<file path="config.mk">
export PLATFORM = sky130hd
export DESIGN_NAME = seg7_scan_mux
export DESIGN_NICKNAME = d
export VERILOG_FILES = /design/src/rtl/seg7_pkg.sv /design/src/rtl/decode_7seg_hex.sv /design/src/rtl/seg7_scan_mux.sv
export SDC_FILE = /design/constraint.sdc
export NUM_CORES = 1
export LEC_CHECK = 0
export CAP_MARGIN = 0
export CORE_ASPECT_RATIO = 1.75
export CORE_UTILIZATION = 40
export CTS_BUF_LIST = sky130_fd_sc_hd__clkbuf_4 sky130_fd_sc_hd__clkbuf_8
export CTS_CLUSTER_DIAMETER = 120
export DETAILED_ROUTE_END_ITERATION = 6
export GPL_ROUTABILITY_DRIVEN = 0
export SLEW_MARGIN = 40
export SYNTH_ARGS = -nofsm -noshare
export SYNTH_HDL_FRONTEND = slang
export SYNTH_SLANG_ARGS = --single-unit
</file>
<file path="constraint.sdc">
create_clock -name clk -period 3.58 [get_ports clk]
set_clock_uncertainty 0.2 [all_clocks]
set_input_delay 0.358 -clock clk [delete_from_list [all_inputs] [get_ports clk]]
set_output_delay 0.358 -clock clk [all_outputs]
set_load 0.02 [all_outputs]
</file>
<file path="src/rtl/seg7_pkg.sv">
// ---------------------------------------------------------------------------
// seg7_pkg
// Shared definitions for the multiplexed 7-segment display path:
//   - HEX_SEG     : 16-entry hex glyph table, bit order g,f,e,d,c,b,a,
//                   active-high (1 = segment lit)
//   - NUM_DIGITS  : number of digits scanned by seg7_scan_mux
//   - phase_e     : per-slot phase of the scan (blanking gap / digit lit)
//   - disp_out_t  : bundle of the registered display outputs
//   - cnt_width() : width of the per-slot cycle counter for a given divider
// ---------------------------------------------------------------------------
package seg7_pkg;

  localparam int NUM_DIGITS = 4;
  localparam int NIB_W      = 4;
  localparam int SEG_W      = 7;

  // Glyphs 0-9, A, b, C, d, E, F (same encoding as decode_7seg_hex).
  localparam logic [SEG_W-1:0] HEX_SEG [16] = '{
    7'h3F, 7'h06, 7'h5B, 7'h4F,
    7'h66, 7'h6D, 7'h7D, 7'h07,
    7'h7F, 7'h6F, 7'h77, 7'h7C,
    7'h39, 7'h5E, 7'h79, 7'h71
  };

  typedef enum logic {
    PH_BLANK = 1'b0,
    PH_SHOW  = 1'b1
  } phase_e;

  typedef struct packed {
    logic [SEG_W-1:0]      segments;
    logic [NUM_DIGITS-1:0] digit_en;
    logic                  frame_tick;
  } disp_out_t;

  // Width of a counter running 0..scan_div-1. The guard keeps the width at
  // least one bit even for an out-of-range divider.
  function automatic int cnt_width(input int scan_div);
    return (scan_div < 2) ? 1 : $clog2(scan_div);
  endfunction

endpackage

</file>
<file path="src/rtl/decode_7seg_hex.sv">
// ---------------------------------------------------------------------------
// decode_7seg_hex
// Combinational hex-to-7-segment decoder.
// Ports:
//   hex      [3:0] : nibble to decode
//   pol            : 1 = active-high segments, 0 = active-low
//   segments [6:0] : segment pattern, bit order g,f,e,d,c,b,a
// ---------------------------------------------------------------------------
module decode_7seg_hex
  import seg7_pkg::*;
(
  input  logic [NIB_W-1:0] hex,
  input  logic             pol,
  output logic [SEG_W-1:0] segments
);

  logic [SEG_W-1:0] glyph;

  assign glyph    = HEX_SEG[hex];
  assign segments = pol ? glyph : ~glyph;

endmodule

</file>
<file path="src/rtl/seg7_scan_mux.sv">
// ---------------------------------------------------------------------------
// seg7_scan_mux
// Time-multiplexed 4-digit 7-segment driver. Each digit owns a slot of
// SCAN_DIV cycles; the first BLANK cycles of every slot keep all digits dark
// to suppress ghosting. The displayed value is snapshotted once per frame so
// a frame never mixes two different counts.
//
// Parameters:
//   SCAN_DIV : cycles per digit slot (>= 2)
//   BLANK    : dark cycles at the start of each slot (0 <= BLANK < SCAN_DIV)
// Ports:
//   clk            : clock, all state on the rising edge
//   reset          : asynchronous active-low reset
//   enable         : 1 = scanning, 0 = dark with the scan parked at frame start
//   value    [15:0]: count to display, nibble k on digit k
//   seg_pol        : segment polarity (1 = active-high)
//   dig_pol        : digit-enable polarity (1 = active-high)
//   lz_blank       : 1 = suppress leading zeros (digit 0 always shown)
//   segments [6:0] : shared segment bus, bit order g,f,e,d,c,b,a
//   digit_en [3:0] : one-hot digit select, bit k = digit k
//   frame_tick     : one-cycle pulse aligned with the first output cycle of
//                    a new frame
// ---------------------------------------------------------------------------
module seg7_scan_mux
  import seg7_pkg::*;
#(
  parameter int SCAN_DIV = 1024,
  parameter int BLANK    = 16
) (
  input  logic                        clk,
  input  logic                        reset,
  input  logic                        enable,
  input  logic [NUM_DIGITS*NIB_W-1:0] value,
  input  logic                        seg_pol,
  input  logic                        dig_pol,
  input  logic                        lz_blank,
  output logic [SEG_W-1:0]            segments,
  output logic [NUM_DIGITS-1:0]       digit_en,
  output logic                        frame_tick
);

  localparam int DIV_W = cnt_width(SCAN_DIV);
  localparam int IDX_W = $clog2(NUM_DIGITS);
  localparam int VAL_W = NUM_DIGITS * NIB_W;

  localparam logic [DIV_W-1:0] DIV_LAST  = DIV_W'(SCAN_DIV - 1);
  localparam logic [DIV_W-1:0] BLANK_END = DIV_W'(BLANK);

  // Scan state
  logic [DIV_W-1:0] div_cnt,  div_cnt_nxt;
  logic [IDX_W-1:0] dig_idx,  dig_idx_nxt;
  logic [VAL_W-1:0] snap,     snap_nxt;

  // Per-cycle decode of the scan state
  logic             frame_load;
  phase_e           phase;
  logic             lead_zero;
  logic             lit;
  logic [NIB_W-1:0] cur_nib;
  logic [SEG_W-1:0] glyph;
  logic [NUM_DIGITS-1:0] one_hot;

  disp_out_t        out_nxt, out_q;

  // -------------------------------------------------------------------------
  // Slot / digit counters and frame snapshot
  // -------------------------------------------------------------------------
  // A new frame begins whenever the scan sits at digit 0, cycle 0 while
  // enabled; a disabled scan is parked there, so re-enabling starts a frame.
  assign frame_load = enable && (div_cnt == '0) && (dig_idx == '0);

  // NOTE: every signal written here gets a default before any branch, so no
  // path can leave it unassigned and infer a latch.
  always_comb begin
    div_cnt_nxt = div_cnt;
    dig_idx_nxt = dig_idx;
    snap_nxt    = snap;

    if (!enable) begin
      div_cnt_nxt = '0;
      dig_idx_nxt = '0;
    end else begin
      if (frame_load) begin
        snap_nxt = value;
      end
      if (div_cnt == DIV_LAST) begin
        div_cnt_nxt = '0;
        // NUM_DIGITS is a power of two, so 3 -> 0 is the natural wrap.
        dig_idx_nxt = dig_idx + 1'b1;
      end else begin
        div_cnt_nxt = div_cnt + 1'b1;
      end
    end
  end

  // -------------------------------------------------------------------------
  // Output decode (one cycle ahead of the pins)
  // -------------------------------------------------------------------------
  assign phase = (div_cnt >= BLANK_END) ? PH_SHOW : PH_BLANK;

  // Decode from the value the snapshot holds after this edge, so the first
  // cycle of a frame already shows the new count even when BLANK is 0.
  assign cur_nib = snap_nxt[{dig_idx, 2'b00} +: NIB_W];

  // Digit k is a leading zero when nibbles k..3 are all zero, i.e. the value
  // shifted down by k nibbles is zero. Digit 0 is never suppressed.
  assign lead_zero = (dig_idx != '0) && ((snap_nxt >> {dig_idx, 2'b00}) == '0);

  assign lit     = enable && (phase == PH_SHOW) && !(lz_blank && lead_zero);
  assign one_hot = NUM_DIGITS'(1) << dig_idx;

  decode_7seg_hex u_decode (
    .hex      (cur_nib),
    .pol      (1'b1),
    .segments (glyph)
  );

  always_comb begin
    out_nxt.segments   = {SEG_W{~seg_pol}};
    out_nxt.digit_en   = {NUM_DIGITS{~dig_pol}};
    out_nxt.frame_tick = frame_load;

    if (lit) begin
      out_nxt.segments = seg_pol ? glyph   : ~glyph;
      out_nxt.digit_en = dig_pol ? one_hot : ~one_hot;
    end
  end

  // -------------------------------------------------------------------------
  // State and output registers
  // -------------------------------------------------------------------------
  // NOTE: sequential state uses non-blocking assignments so every register
  // samples the pre-edge values regardless of statement order.
  always_ff @(posedge clk or negedge reset) begin
    if (!reset) begin
      div_cnt <= '0;
      dig_idx <= '0;
      snap    <= '0;
      out_q   <= '0;
    end else begin
      div_cnt <= div_cnt_nxt;
      dig_idx <= dig_idx_nxt;
      snap    <= snap_nxt;
      out_q   <= out_nxt;
    end
  end

  assign segments   = out_q.segments;
  assign digit_en   = out_q.digit_en;
  assign frame_tick = out_q.frame_tick;

endmodule

</file>
==> impl_metrics.csv <==
group,metric,value,unit
logic_synthesis,synth_top_area_share,43.8,%
sta,slew_violations,0,
worst_setup_path,startpoint_type,"flop",
logic_synthesis,synth.distinct_cells,38,
sta,fin_crit,3380,ps
sta,finalSetupViolCount,0,
die,row_count,36,
worst_setup_path,worstPathRequired,3550,ps
die,ios,34,
routing,vias_per_cell,5.08,
worst_setup_path,path_class,"reg -> reg",
sta,tns,0,ps
global_route,grt_pass1_wl,7670,µm
routing,drt_first_pass_iters,4,
worst_setup_path,critPathArrivalTime,3350,ps
die,coreArea,5540,µm²
routing,detail_route.wl_per_cell,14.6,µm
cts,cts_buffers,5,
cells_and_area,drive_gt1_share,17.1,%
worst_setup_path,worstSetupEndpointType,"flop",
logic_synthesis,postSynthCellCount,202,
global_route,antenna_found_initial,0,
logic_synthesis,yosysSeqAreaShare,43.8,%
logic_synthesis,ys.flop_type,"dfrtp_1",
power_and_ir_drop,p_leak,0.00119,µW
cells_and_area,finish.instance_area,2870,µm²
cts,insertion_delay,300,ps
sta,grt_setup_unrepaired,"no",
placed_design,placed_cell_area,2750,µm²
logic_synthesis,synth_most_common_cell,"dfrtp_1",
cts,cts_tree,"yes",
routing,remaining_drc_errors,0,
min_path,hold_depth,2,
logic_synthesis,synth_warnings,0,
cts,root_buffer,"clkbuf_8",
cells_and_area,area_growth,25.3,%
sta,hold_viol_final,0,
placed_design,port_buffers,33,
power_and_ir_drop,p_per_area,422,nW/µm²
routing,m1WireLength,1730,µm
logic_synthesis,synth_top_cell_by_area,"dfrtp_1",
sta,max_freq,296,MHz
die,start_util,41.3,%
routing,detail-route-antenna-nets,0,
logic_synthesis,synth_common_cells,"dfrtp_1 (40), nand2_1 (15), xor2_1 (14)",
cells_and_area,nNetsFinal,278,
logic_synthesis,synth_seq_cells,40,
routing,drt_iter0_drc,36,
die,die_width,59.2,µm
die,die_h,102,µm
sta,worst_pin_slew,468,ps
outcome,status,"finished clean",
routing,met3_length,107,µm
global_route,overflow,0,
routing,top_layer_used,"met4",
cts,cts.clk_slew.worst_paths,80,ps
global_route,grt_pass1_vias,1636,
routing,met2_length,2680,µm
power_and_ir_drop,ir_worst_vdd,0.000287,V
global_route,track_usage,17.5,%
min_path,worstHoldPathType,"reg -> reg",
cts,clock_path_buffers,2,
cells_and_area,nFillCells,518,
logic_synthesis,synth-edff-count,0,
sta,finalCritPeriodShare,94.3,%
cts,h-tree-depth,2,
worst_setup_path,critPathMaxFanout,31,
routing,num_vias,1631,
global_route,grt_max_degree,41,
worst_setup_path,reg2reg_depth,10,
cells_and_area,n_antenna_cell,0,
die,die-area,6040,µm²
logic_synthesis,syn-num-nets,236,
routing,wl,4700,µm
logic_synthesis,async_flop_share,100,%
logic_synthesis,netlist_area,2290,µm²
job,maxCapViolCount,0,
placed_design,place_hpwl,3600,µm
cts,cts_sinks,40,
sta,slew_headroom,67.9,%
logic_synthesis,synth_area_leaders,"dfrtp_1 (44%), mux4_2 (6.9%), ha_1 (6.6%), mux2_2 (6.4%), mux2i_1 (5.7%)",
logic_synthesis,avgSynthCellArea,11.3,µm²
[registers in the layout (all words and copies together), names as in the netlist]
register / count
frame_tick: 1
dig_idx: 2
div_cnt: 10
snap: 16
segments: 7
digit_en: 4
[where the power goes]
group / internal, µW / switching (µW) / total [µW]
Clock: 164 / 162 / 326
Combinational: 172 / 170 / 342
Sequential: 506 / 34.3 / 540
Total: 842 / 366 / 1210
[layer usage]
layer / global-route usage [%] / up-vias
li1: - / 786
met1: 18.3 / 796
met2: 31.8 / 34
met3: 2.78 / 15
met4: 10.6 / 0
met5: 0 / -
[repair_timing]
| action | in CTS | in global routing |
|---|---|---|
| setup endpoints to repair | 0 | 10 |
| endpoints found under the hold margin | 40 | 0 |
| buffers inserted | 0 | 1 |
| hold buffers | 1 | 0 |
| gates resized for setup | 0 | 0 |
[area by class of cell]
class                      instances  area [µm²]  share of cell area (%)
sequential                        40        1000                    34.9
timing repair buffer              42         410                    14.3
tap                               76        95.1                    3.32
inverter                          12        45.0                    1.57
multi-input combinational        143        1220                    42.4
clock inverter                     1        7.51                   0.262
clock buffer                       7        90.1                    3.14
[critical path, cell delays in order (launching register included)]
cell and delay, ps:
dfrtp_1 400, or4_4 560, nor4_4 270, buf_12 230, mux2i_1 110, mux4_2 550, ha_1 230, or3_1 360
o221ai_1 80, nand2_1 90, xor2_1 140
[cell usage in the layout (no fill, tap or decap), drive strengths merged, types with 2 or more instances in the layout]
cell type	instances
clkbuf	7
and3	3
clkdlybuf4s50	32
dfrtp	40
mux2i	13
and2	4
nor2	13
buf	9
o21ai	3
xor2	14
ha	12
mux4	7
nor3	2
mux2	13
nand2	15
o211ai	3
xnor2	8
nor4	4
or4	4
a21oi	4
nand3	10
inv	12
[worst paths after layout]
| check | startpoint | endpoint | slack [ps] |
|---|---|---|---|
| max | div_cnt[9]$_DFF_PN0_ | segments[0]$_DFF_PN0_ | 200 |
| min | snap[1]$_DFF_PN0_ | snap[1]$_DFF_PN0_ | 300 |
| max reg2reg | div_cnt[9]$_DFF_PN0_ | segments[0]$_DFF_PN0_ | 200 |
| min reg2reg | snap[1]$_DFF_PN0_ | snap[1]$_DFF_PN0_ | 300 |
| max in group asynchronous | reset | segments[6]$_DFF_PN0_ | 2450 |
| min in group asynchronous | reset | segments[4]$_DFF_PN0_ | 370 |
[cells by family after synthesis]
group / count (synthesis) / share of synthesized area, %
flops: 40 / 43.8
fa+ha+maj: 12 / 6.56
mux: 33 / 19.0
buf+inv: 19 / 3.61
simple gates: 60 / 13.9
xor+xnor: 22 / 8.42
compound gates: 16 / 4.76
[stage by stage]
| stage | setup WS, ps | util, % | cells | total power [µW] | hold slack (ps) |
|---|---|---|---|---|---|
| floorplan | 75.6 | - | 202 | 772 | -138 |
| global placement | 125 | 49.6 | 311 | 887 | 274 |
| detailed placement | 43.0 | 49.6 | 311 | 893 | 170 |
| CTS | 34.0 | 51.6 | 320 | 1220 | 287 |
| global route | 19.7 | 51.7 | 321 | 1270 | 317 |
| finish | 204 | 51.7 | 321 | 1210 | 298 |
No activity file was read; power rests on OpenSTA's default activity.
